==> config.mk <==
export PLATFORM = sky130hd
export DESIGN_NAME = cmp_window_stats
export DESIGN_NICKNAME = d
export VERILOG_FILES = /design/src/rtl/cmp_pkg.sv /design/src/rtl/sat_counter.sv /design/src/rtl/cmp_window_stats.sv
export SDC_FILE = /design/constraint.sdc
export NUM_CORES = 1
export LEC_CHECK = 0
export ABC_AREA = 1
export CORE_UTILIZATION = 50
export DETAILED_ROUTE_END_ITERATION = 12
export PLACE_DENSITY = 0.81
export SLEW_MARGIN = 15
export SYNTH_ARGS = -nofsm -noshare
export SYNTH_HDL_FRONTEND = slang
export SYNTH_HIERARCHICAL = 1
export SYNTH_SLANG_ARGS = --single-unit
==> constraint.sdc <==
create_clock -name clk -period 1.8 [get_ports clk]
set_input_delay 0.45 -clock clk [delete_from_list [all_inputs] [get_ports clk]]
set_output_delay 0.45 -clock clk [all_outputs]
set_load 0.02 [all_outputs]
==> src/rtl/cmp_pkg.sv <==
// Shared definitions for the comparator window statistics block:
// default widths, FSM state encoding and the flag validity helper.
package cmp_pkg;

    localparam int DEF_WIDTH = 4;
    localparam int DEF_CNT_W = 8;

    typedef enum logic {
        ACCUM  = 1'b0,
        REPORT = 1'b1
    } state_t;

    // Exactly one of the three comparator flags is set: odd parity rules out
    // zero and two, and the AND term rules out all three.
    function automatic logic onehot3(input logic gt, input logic eq, input logic ls);
        return (gt ^ eq ^ ls) && !(gt && eq && ls);
    endfunction

endpackage

==> src/rtl/sat_counter.sv <==
// Saturating up-counter with synchronous clear; holds at all-ones instead
// of wrapping.
module sat_counter #(
    parameter int CNT_W = 8
) (
    input  logic             clk,
    input  logic             rst_n,
    input  logic             inc,
    input  logic             clr,
    output logic [CNT_W-1:0] count
);

    // NOTE: sequential state uses non-blocking (<=) so every register samples
    // pre-edge values, independent of the order the blocks are evaluated.
    always_ff @(posedge clk or negedge rst_n) begin
        if (!rst_n) begin
            count <= '0;
        end else if (clr) begin
            count <= '0;
        end else if (inc && (count != {CNT_W{1'b1}})) begin
            count <= count + CNT_W'(1);
        end
    end

endmodule

==> src/rtl/cmp_window_stats.sv <==
// Accumulates per-window outcome counts and the largest operand of a stream
// of comparator results, then holds the report on a valid/ready output.
module cmp_window_stats
    import cmp_pkg::*;
#(
    parameter int WIDTH = DEF_WIDTH,
    parameter int CNT_W = DEF_CNT_W
) (
    input  logic             clk,
    input  logic             rst_n,
    input  logic             in_valid,
    output logic             in_ready,
    input  logic             in_last,
    input  logic [WIDTH-1:0] a,
    input  logic [WIDTH-1:0] b,
    input  logic             a_gt_b,
    input  logic             a_eq_b,
    input  logic             a_ls_b,
    output logic             out_valid,
    input  logic             out_ready,
    output logic [CNT_W-1:0] gt_cnt,
    output logic [CNT_W-1:0] eq_cnt,
    output logic [CNT_W-1:0] ls_cnt,
    output logic [CNT_W-1:0] bad_cnt,
    output logic [WIDTH-1:0] max_val
);

    state_t           state;
    state_t           state_nxt;
    logic             accept;
    logic             fire;
    logic             onehot;
    logic [WIDTH-1:0] larger;

    assign in_ready  = (state == ACCUM);
    assign out_valid = (state == REPORT);
    assign accept    = in_valid && in_ready;
    assign fire      = out_valid && out_ready;
    assign onehot    = onehot3(a_gt_b, a_eq_b, a_ls_b);

    always_ff @(posedge clk or negedge rst_n) begin
        if (!rst_n) begin
            state <= ACCUM;
        end else begin
            state <= state_nxt;
        end
    end

    // NOTE: defaults first in every always_comb so no path leaves a signal
    // unassigned, which would otherwise infer a latch.
    always_comb begin
        state_nxt = state;
        case (state)
            ACCUM:   if (accept && in_last) state_nxt = REPORT;
            REPORT:  if (out_ready)         state_nxt = ACCUM;
            default: state_nxt = ACCUM;
        endcase
    end

    // Trust the comparator when its flags are coherent; otherwise work the
    // larger operand out locally.
    always_comb begin
        larger = b;
        if (onehot) begin
            if (a_gt_b || a_eq_b) larger = a;
        end else if (a > b) begin
            larger = a;
        end
    end

    always_ff @(posedge clk or negedge rst_n) begin
        if (!rst_n) begin
            max_val <= '0;
        end else if (fire) begin
            max_val <= '0;
        end else if (accept && (larger > max_val)) begin
            max_val <= larger;
        end
    end

    sat_counter #(.CNT_W(CNT_W)) u_gt (
        .clk   (clk),
        .rst_n (rst_n),
        .inc   (accept && onehot && a_gt_b),
        .clr   (fire),
        .count (gt_cnt)
    );

    sat_counter #(.CNT_W(CNT_W)) u_eq (
        .clk   (clk),
        .rst_n (rst_n),
        .inc   (accept && onehot && a_eq_b),
        .clr   (fire),
        .count (eq_cnt)
    );

    sat_counter #(.CNT_W(CNT_W)) u_ls (
        .clk   (clk),
        .rst_n (rst_n),
        .inc   (accept && onehot && a_ls_b),
        .clr   (fire),
        .count (ls_cnt)
    );

    sat_counter #(.CNT_W(CNT_W)) u_bad (
        .clk   (clk),
        .rst_n (rst_n),
        .inc   (accept && !onehot),
        .clr   (fire),
        .count (bad_cnt)
    );

endmodule

; Word level (Yosys, flattened, before mapping)
; Cells that the tools add are included.
[op_classes]
addsub = 4
order_cmp = 2
eq_ne = 4
n_mux = 16
bitwise = 3
reduce_logical = 24
[op_table]
columns = operator, count
row1 = 2-to-1 mux 8 bit, 8
row2 = "adder 8 x 1 -> 8 bit, second input constant", 4
row3 = "inequality test 8 bit, second input constant", 4
row4 = 2-to-1 mux 4 bit, 5
row5 = logical AND 1 bit, 16
row6 = nonzero test 2 bit, 5
row7 = > comparator 4 bit, 2
row8 = logical NOT 1 bit, 2
row9 = 2-to-1 mux 1 bit, 2
row10 = case mux 1 bit (2 select lines), 1
row11 = XOR 1 bit, 2
row12 = logical OR 1 bit, 1
row13 = inverter 1 bit, 1
[word_totals]
reg_bits = 37
out_inout_bits = 38
wordCells = 59

; Logic depth before layout (Yosys ltp)
[logic_depth]
word_depth = 9
ltp_mapped = 19
ltp_nobuf = 19

; Modules after synthesis
; The synthesis kept the hierarchy.
[modules_own_cells]
columns = mod, n_inst, cells_per_inst, area_each_um2, seq_area_each_um2
row1 = sat_counter, 4, 74, 511.7, 200.2
row2 = cmp_window_stats, 1, 102, 654.4, 125.1

; Worst setup path after synthesis
; Ideal clock, no wire load.
[synth_path]
kind = input -> register
startpoint = in b[3]
endpoint = reg max_val[0]
setup_ps = 66
t_arrival_ps = 2289
path_slack_ps = -554
cell_stages = 16
cell_sequence = inv_1 -> ha_1 -> nand2_1 -> clkinv_1 -> nand3_1 -> nand2_2 -> nand2_1 -> nand3_1 -> and2_1 -> ha_1 -> a21o_1 -> a21oi_2 -> nor2_1 -> nand2_1 -> nand3_1 -> nand2_1
[synth_between]
elab_chain_len = 6
[synth_lines]
columns = item, line_no
row1 = "start, declared", cmp_window_stats.sv:15  ; input logic [WIDTH-1:0] b,
row2 = > comparator 4 bit, cmp_window_stats.sv:66  ; end else if (a > b) begin
row3 = 2-to-1 mux 4 bit, cmp_window_stats.sv:66
row4 = 2-to-1 mux 4 bit (*), cmp_window_stats.sv:64  ; if (onehot) begin
row5 = > comparator 4 bit, cmp_window_stats.sv:76  ; end else if (accept && (larger > max_val)) begin
row6 = logical AND 1 bit, cmp_window_stats.sv:76
row7 = nonzero test 2 bit (no source line), --
row8 = "end signal, assigned", cmp_window_stats.sv:77  ; max_val <= larger;
row9 = "end, declared", cmp_window_stats.sv:25  ; output logic [WIDTH-1:0] max_val
; Every way passes the cells marked *; elsewhere a longest branch is shown, timed or not. The select of a mux whose other input is x is not followed.
; A chain may end at the register's enable or synchronous reset.

; Worst setup path in the final report
[layout_path]
startpoint = in b[3]
endpoint = reg max_val[2]
; The elaborated chain is that of the path after synthesis.

==> flow_summary.json <==
{
  "setup_viol": 14,
  "netlist_instances": 398,
  "fin_tns_setup_ns": -3.361,
  "seqCellArea_um2": 925.9,
  "drc": 0,
  "cp-start-kind": "primary input",
  "cts_buffers": 5,
  "grt_overflow": 0,
  "fmax_mhz": 390.5,
  "required_ns": 2.03,
  "cts.clk_slew.worst_paths_ns": 0.08,
  "multi_input_area_um2": 1929,
  "crit_end": "max_val[2]$_DFFE_PN0P_",
  "p_per_area_nw_per_um2": 894.5,
  "path_cells": "buf_8, inv_6, ha_4, nand2_4, clkinv_4, nand2_4, nand2_4, nand2_4, nand2_1, nand3_1, and2_4, ha_4, nand2_1, inv_1, a21oi_2, buf_4, nor3_4, nand3_1, nand2_1",
  "synthTopCellsByArea": "dfrtp_1, nand2_1, nand3_1",
  "grt_max_degree": 38,
  "seq_area_frac_synth": 0.3428,
  "die_area_um2": 5700,
  "cp_slowest_cell": "ha_4",
  "drive_gt1_frac": 0.3666,
  "r2r_cells": 9,
  "rrSetupSlack_ns": 0.05,
  "ys_seq_elements": 37,
  "p_total_mw": 3.918,
  "worst-path-max-fanout": 4,
  "cap_violations": 0,
  "final_common_cell": "nand2_1",
  "first_global_vias": 2757,
  "ir_worst_vdd_mv": 0.6943,
  "clk_path_buf_depth": 2,
  "grt_pass1_wl_um": 12030,
  "cts.hold.buffers_added": 0,
  "crit_start": "b[3]",
  "worst_clock_skew_ns": 0.007596,
  "syn-num-nets": 428,
  "n_fill_cell": 299,
  "synthMuxAreaShare": 0,
  "antenna_found_initial": 0,
  "hold_path_class": "primary input to async pin",
  "synth_top_area_share": 0.3428,
  "fin_crit_ns": 2.561,
  "clk-insertion-delay-late_ns": 0.29,
  "holdWs_ns": 0.2059,
  "num_rows": 26,
  "fin_ws_ns": -0.7607,
  "finalWeightedCongestion": 0.9069,
  "die_h_um": 75.50,
  "cts_tree": "built",
  "max_slew.worst_pin.slew_ns": 0.4850,
  "reg2reg_to": "max_val[2]$_DFFE_PN0P_",
  "worstPathArrival_ns": 2.79,
  "yosys_warnings": 6,
  "grt_usage": 0.2769,
  "num_io_pins": 54,
  "relSlewSlack": 0.6766,
  "synth-simple-area-share": 0.4020,
  "path_buf_inv": 5,
  "cpMostUsedCell": "nand2_4",
  "place_area_um2": 3711,
  "die_x_um": 75.50,
  "synth_cell_types": 22,
  "status": "finished, violations left",
  "antenna_cells": 0,
  "syn-cell-area_um2": 2701,
  "drt-pass1-iter-count": 6,
  "fin_nets": 550,
  "final_cell_mix": "nand2_1, buf_4, nand3_1",
  "fin_area_um2": 4380,
  "avgSynthCellArea_um2": 6.787,
  "path_delay_family": "simple AND/OR/NAND/NOR gates",
  "final_hold_viol_count": 0,
  "post-route-period-util": 1.423,
  "vias": 3200,
  "path_class": "primary input to register",
  "dpl.hpwl_um": 5029,
  "worst-path-stages": 19,
  "wl_um": 9323,
  "finalMaxSlewViolations": 0,
  "ant_nets": 0,
  "yosys.area.top_type": "dfrtp_1",
  "drt_iter0_markers": 190,
  "synth_fa_ha_area_frac": 0.06484,
  "cts_root_buf": "clkbuf_8",
  "vias_per_cell": 5.415,
  "ctsHtreeMaxLevel": 2,
  "synthXorXnorAreaFrac": 0,
  "wl_per_cell_um": 15.77,
  "end_kind": "register",
  "synth_compound_area_frac": 0.09541,
  "synth_top_family_by_area": "simple AND/OR/NAND/NOR gates",
  "cts.sinks": 37,
  "leakage_nw": 2.312,
  "crit-reg2reg-launch": "max_val[2]$_DFFE_PN0P_",
  "coreArea_um2": 5140,
  "start_util": 0.5256,
  "rsz0062_at_grt": "yes",
  "max_stage_delay_ns": 0.29,
  "failed_checks": "setup timing",
  "areaGrowthSynthToFinish_pct": 62.16,
  "io_buffers": 53
}
-- report_power, final --
group	switching, mW	internal [mW]
Sequential	0.227	0.997
Clock	0.300	0.346
Combinational	1.13	0.916
Total	1.66	2.26
-- area by class of cell --
cell class / instances / area share
multi-input combinational: 298 / 0.4404
timing repair buffer: 115 / 0.2385
sequential: 37 / 0.2114
inverter: 63 / 0.06655
clock buffer: 7 / 0.02199
tap: 70 / 0.01999
clock inverter: 1 / 0.001143
-- flip-flops by register name, summed over array words and instances, names as in the netlist --
register and cells:
max_val 4, u_ls/count 8, u_eq/count 8, u_gt/count 8
out_valid 1, u_bad/count 8
-- how the worst min path moves through the flow --
stage,from,end,slack (ns),cells after the start
global placement,max_val[3]$_DFFE_PN0P_,max_val[3]$_DFFE_PN0P_,0.52,2
CTS,rst_n,u_bad/count[1]$_DFFE_PN0P_,0.22,2
detailed placement,rst_n,u_bad/count[1]$_DFFE_PN0P_,0.53,2
global route,rst_n,u_bad/count[6]$_DFFE_PN0P_,0.25,2
floorplan,rst_n,max_val[0]$_DFFE_PN0P_,0.15,0
finish,rst_n,u_eq/count[5]$_DFFE_PN0P_,0.21,2
-- cells by family after synthesis --
| family | count (synthesis) |
|---|---|
| AO/OA/AOI/OAI | 42 |
| adder cells (fa/ha/maj) | 14 |
| buffers and inverters | 63 |
| flip-flops | 37 |
| AND/OR/NAND/NOR | 242 |
-- cell usage after synthesis, drive strengths merged --
library cell  number
nor3              10
nand2            141
a21o               1
ha                14
dfrtp             37
clkinv             5
inv               58
o21bai             9
o21ai              7
nor2              35
nand3             53
a21oi             25
and2               3
-- layer usage --
layer / wire length (um) / vias up / global-route usage
met5: 0 / - / 0
met4: 326 / 0 / 0.09465
met3: 520 / 39 / 0.04101
met2: 4747 / 153 / 0.4752
met1: 3729 / 1495 / 0.3578
li1: - / 1513 / -
-- metrics by stage --
| stage | setup slack (ns) | cells | utilization |
|---|---|---|---|
| 5_1_grt | -0.7647 | 591 | 0.8522 |
| 3_3_place_gp | -1.207 | 560 | 0.7220 |
| 3_5_place_dp | -1.280 | 560 | 0.7220 |
| 6_report | -0.7607 | 591 | 0.8522 |
| 4_1_cts | -0.4959 | 581 | 0.7955 |
| 2_1_floorplan | -0.4393 | 398 | - |
-- timing repair --
| item | CTS | global route |
|---|---|---|
| resized for setup | 113 | 65 |
| pin swaps | 30 | 30 |
| setup buffers | 13 | 11 |
| endpoints found under the setup margin | 50 | 49 |
| hold endpoints to repair | 0 | 0 |
(Power assumes the default switching activity.)
